<file path="src/rtl/config_chain_loader_if.sv">
// Bundle of the host stream, chain-side serial signals and status of the config chain loader.
interface config_chain_loader_if #(
    parameter int unsigned WORD_W = 32
);
    logic              start;
    logic [WORD_W-1:0] cfg_word;
    logic              cfg_valid;
    logic              cfg_ready;
    logic              config_clk;
    logic              config_reset;
    logic              config_out;
    logic              config_in;
    logic              busy;
    logic              done;
    logic              error;

    // master: host plus chain tail; slave: the loader itself
    modport master (
        output start, cfg_word, cfg_valid, config_in,
        input  cfg_ready, config_clk, config_reset, config_out, busy, done, error
    );

    modport slave (
        input  start, cfg_word, cfg_valid, config_in,
        output cfg_ready, config_clk, config_reset, config_out, busy, done, error
    );
endinterface

</file>
<file path="src/rtl/config_chain_loader.sv">
// Serial configuration chain master: clears the chain, then shifts CHAIN_LEN bits out LSB first.
// Optional readback check via CRC-16-CCITT when CFG_VERIFY_EN is defined.
module config_chain_loader #(
    parameter int unsigned WORD_W     = 32,
    parameter int unsigned CHAIN_LEN  = 64,
    parameter int unsigned RST_CYCLES = 4
) (
    input logic                  clk,
    input logic                  reset,
    config_chain_loader_if.slave bus
);
    localparam int unsigned REM_W = $clog2(CHAIN_LEN + 1);
    localparam int unsigned WL_W  = $clog2(WORD_W + 1);
    localparam int unsigned RC_W  = $clog2(RST_CYCLES + 1);

`ifdef CFG_VERIFY_EN
    typedef enum logic [2:0] {S_IDLE, S_CLR, S_FETCH, S_SHIFT, S_VERIFY, S_FIN} state_t;
`else
    typedef enum logic [2:0] {S_IDLE, S_CLR, S_FETCH, S_SHIFT, S_FIN} state_t;
`endif

    state_t            state, state_d;
    logic [RC_W-1:0]   rst_cnt, rst_cnt_d;
    logic              phase, phase_d;
    logic [REM_W-1:0]  remaining, remaining_d;
    logic [WL_W-1:0]   word_left, word_left_d;
    logic [WORD_W-1:0] sreg, sreg_d;

    logic cfg_ready_q, cfg_ready_d;
    logic config_clk_q, config_clk_d;
    logic config_reset_q, config_reset_d;
    logic config_out_q, config_out_d;
    logic busy_q, busy_d;
    logic done_q, done_d;

    logic fire;
    logic last_bit;
    assign fire     = bus.cfg_valid && cfg_ready_q;
    assign last_bit = phase && (remaining == REM_W'(1));

`ifdef CFG_VERIFY_EN
    logic [15:0] crc_load, crc_load_d;
    logic [15:0] crc_verify, crc_verify_d;
    logic        error_q, error_d;

    function automatic logic [15:0] crc_step(input logic [15:0] crc, input logic bit_in);
        logic fb;
        fb = crc[15] ^ bit_in;
        return {crc[14:0], 1'b0} ^ (fb ? 16'h1021 : 16'h0000);
    endfunction
`endif

    // State, datapath and registered outputs
    always_ff @(posedge clk or posedge reset) begin
        if (reset) begin
            state          <= S_IDLE;
            rst_cnt        <= '0;
            phase          <= 1'b0;
            remaining      <= '0;
            word_left      <= '0;
            sreg           <= '0;
            cfg_ready_q    <= 1'b0;
            config_clk_q   <= 1'b0;
            config_reset_q <= 1'b0;
            config_out_q   <= 1'b0;
            busy_q         <= 1'b0;
            done_q         <= 1'b0;
`ifdef CFG_VERIFY_EN
            crc_load       <= '0;
            crc_verify     <= '0;
            error_q        <= 1'b0;
`endif
        end else begin
            state          <= state_d;
            rst_cnt        <= rst_cnt_d;
            phase          <= phase_d;
            remaining      <= remaining_d;
            word_left      <= word_left_d;
            sreg           <= sreg_d;
            cfg_ready_q    <= cfg_ready_d;
            config_clk_q   <= config_clk_d;
            config_reset_q <= config_reset_d;
            config_out_q   <= config_out_d;
            busy_q         <= busy_d;
            done_q         <= done_d;
`ifdef CFG_VERIFY_EN
            crc_load       <= crc_load_d;
            crc_verify     <= crc_verify_d;
            error_q        <= error_d;
`endif
        end
    end

    // Next-state logic; a word ends on the phase-B cycle of its last bit
    always_comb begin
        state_d = state;
        case (state)
            S_IDLE:  if (bus.start) state_d = S_CLR;
            S_CLR:   if (rst_cnt == RC_W'(RST_CYCLES - 1)) state_d = S_FETCH;
            S_FETCH: if (fire) state_d = S_SHIFT;
            S_SHIFT: begin
                if (last_bit) begin
`ifdef CFG_VERIFY_EN
                    state_d = S_VERIFY;
`else
                    state_d = S_FIN;
`endif
                end else if (phase && word_left == WL_W'(1)) begin
                    state_d = S_FETCH;
                end
            end
`ifdef CFG_VERIFY_EN
            S_VERIFY: if (last_bit) state_d = S_FIN;
`endif
            S_FIN:   state_d = S_IDLE;
            default: state_d = S_IDLE;
        endcase
    end

    // Datapath updates and next values of the registered outputs
    always_comb begin
        rst_cnt_d   = rst_cnt;
        phase_d     = phase;
        remaining_d = remaining;
        word_left_d = word_left;
        sreg_d      = sreg;
`ifdef CFG_VERIFY_EN
        crc_load_d   = crc_load;
        crc_verify_d = crc_verify;
        error_d      = error_q;
`endif
        case (state)
            S_IDLE: begin
                if (bus.start) begin
                    rst_cnt_d   = '0;
                    phase_d     = 1'b0;
                    remaining_d = REM_W'(CHAIN_LEN);
`ifdef CFG_VERIFY_EN
                    crc_load_d   = 16'hFFFF;
                    crc_verify_d = 16'hFFFF;
                    error_d      = 1'b0;
`endif
                end
            end
            S_CLR: rst_cnt_d = rst_cnt + RC_W'(1);
            S_FETCH: begin
                if (fire) begin
                    sreg_d  = bus.cfg_word;
                    phase_d = 1'b0;
                    // The final word may carry more bits than the chain still needs
                    if (32'(remaining) >= WORD_W) word_left_d = WL_W'(WORD_W);
                    else                          word_left_d = WL_W'(remaining);
                end
            end
            S_SHIFT: begin
                if (!phase) begin
                    phase_d = 1'b1;
                end else begin
                    phase_d     = 1'b0;
                    sreg_d      = sreg >> 1;
                    remaining_d = remaining - REM_W'(1);
                    word_left_d = word_left - WL_W'(1);
`ifdef CFG_VERIFY_EN
                    crc_load_d = crc_step(crc_load, sreg[0]);
                    if (last_bit) remaining_d = REM_W'(CHAIN_LEN);
`endif
                end
            end
`ifdef CFG_VERIFY_EN
            S_VERIFY: begin
                if (!phase) begin
                    phase_d = 1'b1;
                end else begin
                    phase_d      = 1'b0;
                    remaining_d  = remaining - REM_W'(1);
                    crc_verify_d = crc_step(crc_verify, config_out_q);
                    if (last_bit) error_d = (crc_load != crc_verify_d);
                end
            end
`endif
            default: ;
        endcase

        cfg_ready_d    = (state_d == S_FETCH);
        config_reset_d = (state_d == S_CLR);
        done_d         = (state_d == S_FIN);
        busy_d         = (state_d != S_IDLE) && (state_d != S_FIN);
        config_clk_d   = 1'b0;
        config_out_d   = 1'b0;
        if (state_d == S_SHIFT) begin
            config_clk_d = phase_d;
            config_out_d = sreg_d[0];
        end
`ifdef CFG_VERIFY_EN
        // Recirculate: tail bit captured at the start of phase A, held through phase B
        if (state_d == S_VERIFY) begin
            config_clk_d = phase_d;
            config_out_d = phase_d ? config_out_q : bus.config_in;
        end
`endif
    end

    assign bus.cfg_ready    = cfg_ready_q;
    assign bus.config_clk   = config_clk_q;
    assign bus.config_reset = config_reset_q;
    assign bus.config_out   = config_out_q;
    assign bus.busy         = busy_q;
    assign bus.done         = done_q;
`ifdef CFG_VERIFY_EN
    assign bus.error        = error_q;
`else
    assign bus.error        = 1'b0;
`endif
endmodule

</file>
<file path="src/flat_wrapper.sv">
// flat-port wrapper written by rule: the top's interface ports become plain ports
module config_chain_loader_flat 
#(
    parameter int unsigned WORD_W     = 32,
    parameter int unsigned CHAIN_LEN  = 64,
    parameter int unsigned RST_CYCLES = 4
)
  (clk, reset, bus_start, bus_cfg_word, bus_cfg_valid, bus_config_in, bus_cfg_ready, bus_config_clk, bus_config_reset, bus_config_out, bus_busy, bus_done, bus_error);
  config_chain_loader_if #(.WORD_W(WORD_W)) bus_i ();
  input logic clk;
  input logic reset;
  input wire logic [$bits(bus_i.start)-1:0] bus_start;
  input wire logic [$bits(bus_i.cfg_word)-1:0] bus_cfg_word;
  input wire logic [$bits(bus_i.cfg_valid)-1:0] bus_cfg_valid;
  input wire logic [$bits(bus_i.config_in)-1:0] bus_config_in;
  output wire logic [$bits(bus_i.cfg_ready)-1:0] bus_cfg_ready;
  output wire logic [$bits(bus_i.config_clk)-1:0] bus_config_clk;
  output wire logic [$bits(bus_i.config_reset)-1:0] bus_config_reset;
  output wire logic [$bits(bus_i.config_out)-1:0] bus_config_out;
  output wire logic [$bits(bus_i.busy)-1:0] bus_busy;
  output wire logic [$bits(bus_i.done)-1:0] bus_done;
  output wire logic [$bits(bus_i.error)-1:0] bus_error;
  assign bus_i.start = bus_start;
  assign bus_i.cfg_word = bus_cfg_word;
  assign bus_i.cfg_valid = bus_cfg_valid;
  assign bus_i.config_in = bus_config_in;
  assign bus_cfg_ready = bus_i.cfg_ready;
  assign bus_config_clk = bus_i.config_clk;
  assign bus_config_reset = bus_i.config_reset;
  assign bus_config_out = bus_i.config_out;
  assign bus_busy = bus_i.busy;
  assign bus_done = bus_i.done;
  assign bus_error = bus_i.error;
  config_chain_loader #(.WORD_W(WORD_W), .CHAIN_LEN(CHAIN_LEN), .RST_CYCLES(RST_CYCLES)) u_core (.clk(clk), .reset(reset), .bus(bus_i));
endmodule
</file>
<file path="config.mk">
export PLATFORM = sky130hd
export DESIGN_NAME = config_chain_loader_flat
export DESIGN_NICKNAME = d
export VERILOG_FILES = /design/src/rtl/config_chain_loader_if.sv /design/src/rtl/config_chain_loader.sv /design/src/flat_wrapper.sv
export SDC_FILE = /design/constraint.sdc
export NUM_CORES = 1
export LEC_CHECK = 0
export ABC_AREA = 1
export BUFFER_PORTS_ARGS = -buffer_cell sky130_fd_sc_hd__buf_4
export CAP_MARGIN = 15
export CORE_MARGIN = 5
export CORE_UTILIZATION = 63
export CTS_BUF_LIST = sky130_fd_sc_hd__clkbuf_2 sky130_fd_sc_hd__clkbuf_4 sky130_fd_sc_hd__clkbuf_8
export DETAILED_ROUTE_END_ITERATION = 10
export PLACE_DENSITY_LB_ADDON = 0.1
export SLEW_MARGIN = 20
export SYNTH_ARGS = -nofsm -noshare
export SYNTH_HDL_FRONTEND = slang
export SYNTH_SLANG_ARGS = --single-unit
export TNS_END_PERCENT = 100
</file>
<file path="constraint.sdc">
create_clock -name clk -period 3.76 [get_ports clk]
set_input_delay 0.188 -clock clk [delete_from_list [all_inputs] [get_ports clk]]
set_output_delay 0.188 -clock clk [all_outputs]
set_load 0.02 [all_outputs]
</file>
==> flow_summary.yaml <==
timing:
  setup_viol: 0
  fin_skew_ps: 8.068
  fmax_mhz: 595.9
  min_period_over_period_pct: 44.63
  setup_ws_ps: 2082
  maxSlewHeadroom_pct: 43.70
  fin_crit_ps: 1678
  drv_slew: 0
  hold_viol_final: 0
  rsz0062_at_grt: "no"
  tightest_slew_ps: 843.3
  tns_ps: 0
cts:
  numCtsBuffers: 9
  cts.path.max_buffers: 2
  htree_levels: 3
  cts_sinks: 58
  cts_root_buf: "clkbuf_8"
  insertion_delay_ps: 330
  cts_tree: "yes"
  cts_resized: 0
  cts.clk_slew.worst_paths_ps: 70
  holdBufCountCts: 0
  postCtsSetupBuffers: 0
logic_synthesis:
  syn_nets: 413
  ys_ff_latch: 58
  synthCells: 370
  synth_cell_types: 25
  yosysWarningCount: 0
  avgSynthCellArea_um2: 7.910
  synth-seq-area-share_pct: 49.59
  syn-cell-area_mm2: 0.002927
job:
  maxCapViolations: 0
layout:
  drive_gt1_share_pct: 17.79
  regArea_mm2: 0.001451
  syn2layout_area_growth_pct: 16.50
  final_nets: 454
  multi_input_area_mm2: 0.001254
  fill_cells: 338
  antennaDiodeCount: 0
global_route:
  grt_max_degree: 42
  overflow: 0
  grt_pass1_wl_um: 10020
  grtUsageTotal_pct: 20.40
  grt_pass1_vias: 2416
  antenna_found_initial: 0
die:
  ios: 44
  start_util_pct: 65.85
  dieArea_mm2: 0.006108
  die_height_um: 78.16
  placementRows: 24
  die_w_um: 78.16
  core_area_mm2: 0.004444
critical_path:
  critical_path_peak_fanout: 37
  slowest_stage: "dfrtp_1"
  arrival_ps: 1890
  cp.required_ps: 3970
  cp_cell_sequence: "inv_2, nor2_8, nand2_4, nand2_8, inv_2, o21ai_0, nand2_1"
  worstSetupPathType: "reg2reg"
  rrSetupSlack_ps: 2080
  crit_path_end_kind: "flop"
  path_common_cell: "inv_2"
  cpPeakStageDelay_ps: 550
  start_kind: "flop"
route:
  postRouteWirelength_um: 5689
  drtIter0Drc: 108
  vias: 2458
  wl_per_cell_um: 12.16
  firstDrtPassIters: 5
  drc: 0
  viasPerCell: 5.252
  drt.antenna.violating_nets: 0
pwr:
  pwr_density_cell_mw_per_mm2: 760.7
  p_leak_nw: 1.837
  max-vdd-ir-drop_mv: 0.3952
place:
  port_buffers: 41
  gp_congestion: 0.8585
  place_hpwl_um: 3956
  pre_cts_ws_ps: 2103
hold_path:
  hold_path_class: "in2async"
status:
  outcome: "finished clean"
-- cells by family after synthesis --
family                     count (synthesis)  synth area share [%]
AOI/OAI and AO/OA                         19                 3.549
and+or+nand+nor                          241                 36.30
adders and majority gates                  6                 2.565
other                                      1                0.1281
xor gates and xnor gates                   1                0.2993
buffers and inverters                     44                 7.567
DFF                                       58                 49.59
-- routing by layer --
metal	vias up	share of wire [%]	wire, um	global-route usage (%)
met5	-	0	0	0
met4	0	1.6	91	9.790
met3	12	4.6	261	3.890
met2	44	49	2773	35.53
met1	1156	45	2563	24.36
li1	1246	-	-	-
-- final cells by class --
| cell class | count | share of cell area (%) |
|---|---|---|
| Clock buffer | 11 | 4.440 |
| Clock inverter | 5 | 1.541 |
| Inverter | 32 | 3.523 |
| Sequential cell | 58 | 42.57 |
| Tap cell | 52 | 1.908 |
| Timing Repair Buffer | 42 | 9.248 |
| Multi-Input combinational cell | 268 | 36.77 |
-- flip-flops by register name, summed over array words and instances, names as in the netlist --
register,flops
u_core.bus.config_reset,1
u_core.sreg,32
u_core.bus.config_clk,1
u_core.bus.done,1
u_core.bus.config_out,1
u_core.bus.busy,1
u_core.bus.cfg_ready,1
u_core.remaining,7
u_core.word_left,6
u_core.state,3
u_core.rst_cnt,3
u_core.phase,1
-- report_power, final --
group / switching, mW / internal (mW)
combinational: 0.626 / 0.345
clock: 0.247 / 0.338
sequential: 0.172 / 0.866
-- path summary, 6_finish.rpt --
path / depth (start not counted) / start / endpoint
min reg2reg: 2 / u_core.sreg[29] / u_core.sreg[29]
min in group clk: 3 / bus_cfg_word[31] / u_core.sreg[31]
max reg2reg: 7 / u_core.state[0] / u_core.word_left[1]
max: 7 / u_core.state[0] / u_core.word_left[1]
max in group asynchronous: 3 / reset / u_core.sreg[3]
min: 2 / reset / u_core.bus.config_out
-- critical path: cells and delay by family (launching register included) --
family,cells,cell delay (ps)
simple gates,4,660
compound gates,1,90
buf+inv,2,230
flops,1,550
-- metrics by stage --
step / total power, mW / utilization (%) / cells / area [um2] / hold slack (ps)
2_1_floorplan: 1.824 / - / 370 / 2927 / 304.6
3_3_place_gp: 1.974 / 72.13 / 452 / 3206 / 405.0
3_5_place_dp: 2.019 / 72.13 / 452 / 3206 / 396.1
4_1_cts: 2.604 / 76.72 / 468 / 3410 / 51.39
5_1_grt: 2.808 / 76.72 / 468 / 3410 / 64.70
6_report: 2.594 / 76.72 / 468 / 3410 / 31.40
-- cells in the mapped netlist --
master,n,area (um2)
a21o_1,1,7.510
a21oi_1,1,5.000
a32o_1,1,10.01
buf_4,9,67.56
buf_6,3,33.78
clkinv_1,1,3.750
conb_1,1,3.750
dfrtp_1,58,1451
ha_1,6,75.07
inv_1,26,97.59
inv_2,5,18.77
nand2_1,153,574.3
nand2_2,1,6.260
nand2_4,4,45.04
nand2_8,1,20.02
nand3_1,46,230.2
nand4_1,7,43.79
nor2_1,25,93.84
nor2_2,1,6.260
nor2_4,2,22.52
nor2_8,1,20.02
o21ai_0,14,70.07
o21ai_1,1,5.000
o22ai_1,1,6.260
xor2_1,1,8.760
-- cells in the final DEF (no fill, tap or decap), drive strengths merged --
cell type / Yosys / routed
ha: 6 / 6
clkbuf: 0 / 11
dfrtp: 58 / 58
a21o: 1 / 1
nand2: 159 / 159
clkinvlp: 0 / 1
o22ai: 1 / 1
buf: 12 / 42
nand4: 7 / 7
conb: 1 / 1
a32o: 1 / 1
bufinv: 0 / 1
clkinv: 1 / 4
inv: 31 / 31
nand3: 46 / 46
nor2: 29 / 29
xor2: 1 / 1
o21ai: 15 / 15
a21oi: 1 / 1
Power figures use the tool's default switching activity.
